`src/rtl/reg_bank_wb_pkg.sv`:
```
// Shared sizing and types for the writeback register bank: register count,
// address/data widths and the value storage takes on reset.
package reg_bank_wb_pkg;

    localparam int unsigned NREG = 8;
    localparam int unsigned AW   = 3;
    localparam int unsigned DW   = 8;

    localparam logic [DW-1:0] RST_DATA = '0;

    typedef logic [AW-1:0]   addr_t;
    typedef logic [DW-1:0]   data_t;
    typedef logic [NREG-1:0] sel_t;

endpackage

```
`src/rtl/reg_bank_wb_reg_sel_decoder.sv`:
```
// Address to one-hot register select; all zero when en is low.
module reg_sel_decoder
    import reg_bank_wb_pkg::*;
(
    input  logic [AW-1:0]   addr,
    input  logic            en,
    output logic [NREG-1:0] onehot
);

    always_comb begin
        onehot = '0;
        if (en) begin
            onehot[addr] = 1'b1;
        end
    end

endmodule

```
`src/rtl/reg_bank_wb.sv`:
```
// Register bank behind a single pending-write stage, with read ports that
// forward the pending entry so consumers always see the architecturally next value.
module reg_bank_wb
    import reg_bank_wb_pkg::*;
(
    input  logic            clk,
    input  logic            rst_n,
    input  logic            wb_valid,
    input  logic [AW-1:0]   wb_addr,
    input  logic [DW-1:0]   wb_data,
    input  logic            stall,
    input  logic            flush,
    input  logic [AW-1:0]   rd_addr_a,
    input  logic [AW-1:0]   rd_addr_b,
    output logic [DW-1:0]   rd_data_a,
    output logic [DW-1:0]   rd_data_b,
    output logic [NREG-1:0] wr_onehot,
    output logic            commit
);

    logic  pend_valid_q, pend_valid_d;
    addr_t pend_addr_q, pend_addr_d;
    data_t pend_data_q, pend_data_d;
    data_t regs_q [NREG];
    data_t regs_d [NREG];

    sel_t  pend_sel;
    sel_t  reg_we;

    reg_sel_decoder u_sel_dec (
        .addr   (pend_addr_q),
        .en     (pend_valid_q),
        .onehot (pend_sel)
    );

    // Reset masks both outputs so a pending entry caught by reset never looks live.
    assign commit    = rst_n & pend_valid_q & ~stall & ~flush;
    assign wr_onehot = rst_n ? pend_sel : '0;
    assign reg_we    = pend_sel & {NREG{commit}};

    always_comb begin
        pend_valid_d = pend_valid_q;
        pend_addr_d  = pend_addr_q;
        pend_data_d  = pend_data_q;
        if (flush) begin
            pend_valid_d = 1'b0;
        end else if (!stall) begin
            pend_valid_d = wb_valid;
            pend_addr_d  = wb_addr;
            pend_data_d  = wb_data;
        end
    end

    always_comb begin
        for (int unsigned i = 0; i < NREG; i++) begin
            regs_d[i] = reg_we[i] ? pend_data_q : regs_q[i];
        end
    end

    always_ff @(posedge clk) begin
        if (!rst_n) begin
            pend_valid_q <= 1'b0;
            pend_addr_q  <= '0;
            pend_data_q  <= RST_DATA;
            for (int unsigned i = 0; i < NREG; i++) begin
                regs_q[i] <= RST_DATA;
            end
        end else begin
            pend_valid_q <= pend_valid_d;
            pend_addr_q  <= pend_addr_d;
            pend_data_q  <= pend_data_d;
            regs_q       <= regs_d;
        end
    end

    always_comb begin
        if (pend_valid_q && (pend_addr_q == rd_addr_a)) begin
            rd_data_a = pend_data_q;
        end else begin
            rd_data_a = regs_q[rd_addr_a];
        end
        if (pend_valid_q && (pend_addr_q == rd_addr_b)) begin
            rd_data_b = pend_data_q;
        end else begin
            rd_data_b = regs_q[rd_addr_b];
        end
    end

endmodule

```
`config.mk`:
```
export PLATFORM = sky130hd
export DESIGN_NAME = reg_bank_wb
export DESIGN_NICKNAME = d
export VERILOG_FILES = /design/src/rtl/reg_bank_wb_pkg.sv /design/src/rtl/reg_bank_wb_reg_sel_decoder.sv /design/src/rtl/reg_bank_wb.sv
export SDC_FILE = /design/constraint.sdc
export NUM_CORES = 1
export LEC_CHECK = 0
export ABC_AREA = 1
export CORE_MARGIN = 2
export CORE_UTILIZATION = 45
export DETAILED_ROUTE_END_ITERATION = 6
export GPL_ROUTABILITY_DRIVEN = 0
export PLACE_DENSITY_LB_ADDON = 0.15
export SYNTH_ARGS = -nofsm -noshare
export SYNTH_HDL_FRONTEND = slang
export SYNTH_SLANG_ARGS = --single-unit
```
`constraint.sdc`:
```
create_clock -name clk -period 1.32 [get_ports clk]
set_input_delay 0.198 -clock clk [delete_from_list [all_inputs] [get_ports clk]]
set_output_delay 0.198 -clock clk [all_outputs]
set_load 0.01 [all_outputs]
```
Word level (Yosys, flattened, before mapping)
Index checks and enable logic that the tools add are counted.

word-level totals
  bits in registers = 76
  bits of input ports = 22

operators by class
  order comparisons = 4
  equal/unequal tests = 2
  mux-type cells = 12
  bitwise gates (word level) = 9
  reduce and logical (&&, ||, !) cells = 5

operators by type and width
  operator                                             number
  two-way mux 8 bit                                    8
  binary-select mux 8 bit (select 3 bit)               2
  bitwise AND 8 bit                                    1
  >= comparator 4 bit, second input constant           2
  NOT 3 -> 4 bit                                       2
  == test 3 bit                                        2
  < comparator 3 x 4 -> 1 bit, second input constant   1
  bitwise AND 1 bit                                    3
  demux 1 bit (select 3 bit)                           1
  >= comparator 3 x 1 -> 1 bit, second input constant  1
  logical AND 1 bit                                    3
  NOT 1 bit                                            3
  AND reduction 2 bit                                  1
  OR reduction 2 bit                                   1
  two-way mux 1 bit                                    1

Longest topological paths before layout
Gate-level depths: netlist (run 1).

  word-level depth = 6
  mapped depth = 9
  depth with buffers taken out = 8

Hierarchy
From an unflattened synthesis (run 1), not the netlist that was laid out.

unflattened totals
  cells, all modules = 773
  area, all modules = 4551.9 sq um

by module, submodules not included
  module           times used  cells an instance  area each (sq um)  sequential area each (sq um)
  reg_bank_wb      1           756                4488.1             1521.5
  reg_sel_decoder  1           17                 63.8               0.0

Worst setup path before layout (run 1)
Ideal clock, no wire load.

  kind = input to output
  from = in rd_addr_a[2]
  to = out rd_data_a[0]
  data arrival time = 1.119 ns
  required time = 1.122 ns
  slack = 0.003 ns
  stages = 9
  path buffers = 1
  cell sequence = buf_4 clkinv_1 nand2_1 nand2_1 nor2_1 nand2_2 inv_2 nand2_1 nand2_1

between the ends
  longest elaborated chain between the ends = 5
  elaborated cells on any way between the ends = 7
  those cells by class = eq/ne (1); mux (4); bitwise (1); reduce/logical (1)

ends and longest elaborated chain
  item                                                  line               RTL
  start: declaration                                    reg_bank_wb.sv:13  input logic [AW-1:0] rd_addr_a,
  NOT 3 -> 4 bit (not written as such)                  reg_bank_wb.sv:80  rd_data_a = regs_q[rd_addr_a];
  binary-select mux 8 bit (select 3 bit)                reg_bank_wb.sv:80
  two-way mux 8 bit (not written as such) (2 in a row)  reg_bank_wb.sv:80
  two-way mux 8 bit (*)                                 reg_bank_wb.sv:77  if (pend_valid_q && (pend_addr_q == rd_addr_a)) begin
  end: declaration                                      reg_bank_wb.sv:15  output logic [DW-1:0] rd_data_a,

Mark *: on every way between the ends. The rest lies on a longest branch, timed or not. The select of a mux whose other input is x is not followed.

Worst setup path after layout (run 1)
  from = reg pend_addr_q[0]
  to = out rd_data_b[2]

between the ends
  longest elaborated chain between the ends = 3

ends and longest elaborated chain
  item                      line               RTL
  start: declaration        reg_bank_wb.sv:22  addr_t pend_addr_q, pend_addr_d;
  start signal: assignment  reg_bank_wb.sv:70  pend_addr_q <= pend_addr_d;
  == test 3 bit             reg_bank_wb.sv:82  if (pend_valid_q && (pend_addr_q == rd_addr_b)) begin
  logical AND 1 bit         reg_bank_wb.sv:82
  two-way mux 8 bit         reg_bank_wb.sv:82
  end: declaration          reg_bank_wb.sv:16  output logic [DW-1:0] rd_data_b,

No other way between the ends.

==> results of run 1 <==
==> repair_timing <==
item,CTS,global route
endpoints found under the hold margin,0,0
resized for setup,245,68
hold buffers,0,0
setup buffers,18,22
endpoints found under the setup margin,89,89
cloned,0,1
pin swaps,73,65
==> power breakdown <==
part | internal [mW] | total (mW) | switching [mW]
clock network | 1.31 | 2.24 | 0.926
registers | 2.31 | 2.36 | 0.0463
logic | 0.465 | 1.08 | 0.614
==> cell families after synthesis <==
family                 count (synthesis)  share of synthesized area [%]
AOI/OAI and AO/OA                     72                          7.930
DFF                                   76                          33.25
and+or+nand+nor                      490                          47.06
buffers and inverters                134                          11.76
==> final timing paths <==
kind	startpoint	to	slack, ns
max	pend_addr_q[0]$_SDFFE_PN0P_	rd_data_b[2]	-0.51
min	rst_n	regs_q[24]$_SDFFE_PN0P_	0.40
min reg2reg	regs_q[3]$_SDFFE_PN0P_	regs_q[3]$_SDFFE_PN0P_	0.48
max reg2reg	pend_valid_q$_SDFFE_PP0N_	regs_q[16]$_SDFFE_PN0P_	-0.22
==> layout by cell type (no fill, tap or decap), types with 29 or more instances in the layout <==
cell type | netlist | routed
nand3_1 | 118 | 107
nor3_1 | 49 | 35
nand2_2 | 9 | 32
nand2_1 | 205 | 177
inv_1 | 76 | 73
nor2_1 | 97 | 85
buf_6 | 1 | 34
buf_4 | 5 | 68
o21ai_1 | 8 | 29
dfxtp_1 | 76 | 72
==> per-stage QoR <==
| stage | std cells | total power [mW] | util [%] | TNS (ns) |
|---|---|---|---|---|
| 6_report | 1028 | 5.675 | 68.21 | -20.95 |
| 3_3_place_gp | 976 | 3.307 | 57.47 | -45.80 |
| 5_1_grt | 1028 | 5.864 | 68.21 | -26.15 |
| 2_1_floorplan | 772 | 2.868 | - | 0 |
| 3_5_place_dp | 976 | 3.317 | 57.47 | -48.39 |
| 4_1_cts | 1007 | 5.580 | 63.71 | -17.69 |
==> final cells by class <==
| type | instances | area share (%) |
|---|---|---|
| well taps | 133 | 2.485 |
| clock buffers | 10 | 2.055 |
| repair buffers | 156 | 22.62 |
| clock inverters | 5 | 1.607 |
| multi-input cells | 562 | 42.99 |
| inverters | 86 | 5.305 |
| flip-flops and latches | 76 | 22.94 |
==> critical path: stages (launching register included) <==
cell and delay, ns:
dfxtp_4 0.39, inv_4 0.04, nand2_2 0.07, nand2_2 0.06, nor2_2 0.11, nand2_2 0.11
buf_6 0.14, buf_6 0.10, nand3_2 0.06, nand2_2 0.06, buf_6 0.12
==> registers in the layout, indices dropped and copies added (netlist names) <==
name,cells
pend_addr_q,3
regs_q,64
pend_data_q,8
pend_valid_q,1
==> metal layers <==
metal  vias up  global-route usage, %  share of wire, %
met4         0                  12.76               4.4
met5         -                      0                 0
met1      2691                  41.91                40
li1       2697                      -                 -
met2       364                  47.40                45
met3        63                  5.926               9.7
==> results.yml, run 1 <==
outcome:
  status: "complete, but fails checks"
  violations: "negative setup slack"
global_routing:
  antenna_found_initial: 0
  grt.total_usage_pct: 30.73
  grt_max_degree: 69
  grt_pass1_vias: 5373
  grt_overflow: 0
  grt_pass1_wl_um: 27060
critical_path:
  arrival_ns: 1.64
  required_ns: 1.12
  crit_type: "flip-flop to output pin"
  cp-start-kind: "flip-flop"
  worst-r2r-cell-count: 8
  cp-end-kind: "output pin"
  cp_max_fo: 4
sta:
  whs_ns: 0.4011
  hold_viol: 0
  grt_setup_unrepaired: "true"
  setup_violations: 89
  finalClockSkew_ns: 0.01349
  maxSlewViolCount: 0
  worstMarginPinSlew_ns: 0.7599
  finalWorstSetupSlack_ns: -0.5136
  slew_headroom_pct: 49.34
  fin_crit_ns: 1.834
  max_freq_mhz: 545.4
  fin_crit_sh_pct: 138.9
route:
  vias: 5815
  via_per_inst: 5.657
  drt_pass1_iterations: 5
  avgRoutedWirePerCell_um: 16.92
  drtAntennaViolNets: 0
  routed_wl_um: 17400
  drt_iter0_drc: 739
  route.detailed.drc: 0
clocking:
  cts.sinks: 76
  clock_latency_ns: 0.36
  htreeDepth: 3
  clockRootBuffer: "clkbuf_8"
  cts_tree: "yes"
  clock_path_buffers: 2
  cts_buffers: 9
  cts.reportedPaths.clkPinSlew_ns: 0.08
synthesis:
  synthDistinctLibCells: 22
  async_flop_share_pct: 0
  yosys_warnings: 0
  synth_ff_type: "dfxtp_1"
  synth_seq_cells: 76
  synth_top_cell_by_area: "dfxtp_1"
  yosysMostFrequentCell: "nand2_1"
  synth_fp_nets: 794
  synth_area_leaders: "dfxtp_1 (33%), nand2_1 (17%), nand3_1 (13%)"
  synth_top_area_share_pct: 33.25
  ys_seq_area_share_pct: 33.25
  avgSynthCellArea_um2: 5.927
  syn_inst: 772
  synthTopCellsByCount: "nand2_1 (205), nand3_1 (118), nor2_1 (97)"
  syn_area_um2: 4576
  synth_edf_count: 0
layout:
  multi_input_area_um2: 2879
  drive_gt1_share_pct: 30.28
  fill_cells: 845
  regArea_um2: 1536
  antenna_cells: 0
  fin_area_um2: 6698
  synthToLayoutAreaGrowth_pct: 46.38
  nNetsFinal: 913
floorplan:
  coreArea_um2: 9819
  rows: 36
  start_util_pct: 46.60
  dieArea_um2: 10990
  die_w_um: 104.8
  io_pins: 47
  die_height_um: 104.8
placed_design:
  dpl.hpwl_um: 11980
  pre_cts_ws_ns: -0.9654
  placed_area_um2: 5643
  portBuffers: 46
power:
  leakagePower_nw: 3.062
  p_per_area_nw_per_um2: 847.3
  peakVddDrop_uv: 500.6
job:
  cap_violations: 0
hold_path:
  min_path_cells: 5
  min_path_type: "input port to flip-flop"
Power figures use the tool's default switching activity.
==> run 2: changes to the inputs <==
--- a/config.mk
+++ b/config.mk
@@ -11,6 +11,7 @@
 export DETAILED_ROUTE_END_ITERATION = 6
 export GPL_ROUTABILITY_DRIVEN = 0
 export PLACE_DENSITY_LB_ADDON = 0.15
+export SLEW_MARGIN = 5
 export SYNTH_ARGS = -nofsm -noshare
 export SYNTH_HDL_FRONTEND = slang
 export SYNTH_SLANG_ARGS = --single-unit
==> constraint.sdc (replaced) <==
create_clock -name clk -period 2.2 [get_ports clk]
set_input_delay 0.33 -clock clk [delete_from_list [all_inputs] [get_ports clk]]
set_output_delay 0.33 -clock clk [all_outputs]
set_load 0.01 [all_outputs]
==> run 2 against run 1 <==
Compared with the run above: the flow now finishes without violations; clock skew decreased by 0.0033 ns; sequential share of layout area grew 4.2 points; cell count decreased by 5.4%; critical path type unchanged; critical endpoint is now wr_onehot[1]; largest cell class unchanged; largest power group unchanged.
==> results.yml, run 2 (synthesis results as in run 1) <==
outcome:
  status: "finished, final reports clean"
layout:
  final_cell_mix: "nand2_1 (205), nand3_1 (118), nor2_1 (95)"
  synthToLayoutAreaGrowth_pct: 23.08
  regArea_um2: 1530
  largestRegisters: "regs_q x64, pend_data_q x8, pend_addr_q x3"
  antenna_cells: 0
  fin_cells: 972
  fill_cells: 990
  largest_reg_flops: 64
  drive_gt1_share_pct: 12.99
  nNetsFinal: 856
  final_common_cell: "nand2_1"
  multi_input_area_um2: 2521
  largest-register: "regs_q"
clocking:
  cts_tree: "yes"
  cts.reportedPaths.clkPinSlew_ns: 0.09
  cts_buffers: 9
  htreeDepth: 3
  clock_path_buffers: 2
  cts.sinks: 76
  hold_buffers: 0
  clockRootBuffer: "clkbuf_8"
  clock_latency_ns: 0.35
power:
  p_comb_share_pct: 16.4
  pwr-share-clk_pct: 37.0
  switching_share_pct: 29.51
  p_int_mw: 2.155
  leakagePower_nw: 2.598
  peakVddDrop_uv: 316.3
  seq_power_share_pct: 46.5
  switchingPower_uw: 901.9
  p_per_area_nw_per_um2: 542.7
global_routing:
  grt.total_usage_pct: 28.38
  grt_overflow: 0
  antenna_found_initial: 0
  grt_pass1_vias: 4689
  grt_max_degree: 57
  grt_pass1_wl_um: 24690
placed_design:
  place_inst: 949
  portBuffers: 46
  dpl.hpwl_um: 11560
critical_path:
  worstReg2RegStart: "pend_valid_q$_SDFFE_PP0N_"
  crit_start: "pend_addr_q[0]$_SDFFE_PN0P_"
  crit_top_cell: "nand2_2"
  slowest_stage: "clkdlybuf4s50_1"
  worst-r2r-cell-count: 8
  arrival_ns: 1.81
  critPathMaxStageDelay_ns: 0.55
  cp_top_family: "buffers and inverters"
  cp-start-kind: "flip-flop"
  required_ns: 1.87
  crit_type: "flip-flop to output pin"
  crit_buf_inv: 3
  cp_max_fo: 5
  cp-end-kind: "output pin"
  cp.depth: 6
  crit_path_cell_trace: "buf_4, nand2_2, inv_2, nand2_2, nor2_1, clkdlybuf4s50_1"
sta:
  fin_crit_ns: 2.141
  maxSlewViolCount: 0
  worstMarginPinSlew_ns: 0.6454
  grt_setup_unrepaired: "false"
  fin_crit_sh_pct: 97.32
  hold_viol: 0
  max_freq_mhz: 467.1
  finalClockSkew_ns: 0.01015
  slew_headroom_pct: 56.91
  setup_violations: 0
  setup_tns_ns: 0
route:
  drt_iter0_drc: 606
  vias: 5310
  drt_pass1_iterations: 6
  drtAntennaViolNets: 0
  via_per_inst: 5.463
  avgRoutedWirePerCell_um: 16.13
  routed_wl_um: 15680
  route.detailed.drc: 0
floorplan:
  rows: 36
  io_pins: 47
  dieArea_um2: 10990
  die_height_um: 104.8
  start_util_pct: 46.60
  die_w_um: 104.8
  coreArea_um2: 9819
hold_path:
  min_path_cells: 3
  hold_start: "rst_n"
  min_path_type: "input port to flip-flop"
job:
  cap_violations: 0
## run 2: timing repair
item	CTS	global route
setup endpoints to repair	21	18
setup buffers	6	1
pin swaps	0	2
resized for setup	32	17
## run 2: final cells by class
cell class / instances / share of cell area, %
clock buffers: 10 / 2.444
clock inverters: 6 / 1.266
inverters: 86 / 5.843
multi-input cells: 562 / 44.77
flip-flops and latches: 76 / 27.17
well taps: 133 / 2.955
repair buffers: 99 / 15.55
## run 2: routing by layer
metal / vias up / GRT usage [%] / wire, um
met5: - / 0 / 0
met4: 0 / 9.810 / 426
met3: 39 / 5.864 / 1728
met2: 320 / 41.93 / 6669
met1: 2374 / 40.77 / 6855
li1: 2577 / - / -
## run 2: worst register-to-register path: cells and delay by family (launching register included)
kind	cells	cell delay, ns
simple gates	4	0.61
buf+inv	3	0.39
flops	1	0.38
compound gates	1	0.13
## run 2: path summary, 6_finish.rpt
check	end	slack (ns)
setup reg to reg	regs_q[63]$_SDFFE_PN0P_	0.64
setup / recovery	wr_onehot[1]	0.06
hold reg to reg	regs_q[0]$_SDFFE_PN0P_	0.48
hold / removal	regs_q[17]$_SDFFE_PN0P_	0.31
## run 2: stage by stage
| step | utilization [%] | hold slack (ns) | worst slack (ns) | power [mW] | area [um2] |
|---|---|---|---|---|---|
| 3_3_place_gp | 54.64 | 0.4549 | -0.3142 | 1.955 | 5365 |
| 5_1_grt | 57.35 | 0.3364 | 0.002598 | 3.169 | 5632 |
| 3_5_place_dp | 54.64 | 0.4607 | -0.3027 | 1.957 | 5365 |
| 2_1_floorplan | - | 0.4085 | 0.6185 | 1.721 | 4576 |
| 6_report | 57.35 | 0.3150 | 0.05905 | 3.057 | 5632 |
| 4_1_cts | 57.24 | 0.3195 | -0.1122 | 3.061 | 5620 |
## run 2: power groups by stage
stage                     clock network [mW]  registers [mW]  logic [mW]
after floorplan                            0            1.43       0.292
after global placement                     0            1.45       0.504
after detailed placement                   0            1.45       0.506
after CTS                               1.15            1.42       0.492
after global routing                    1.20            1.42       0.544
final                                   1.13            1.42       0.503
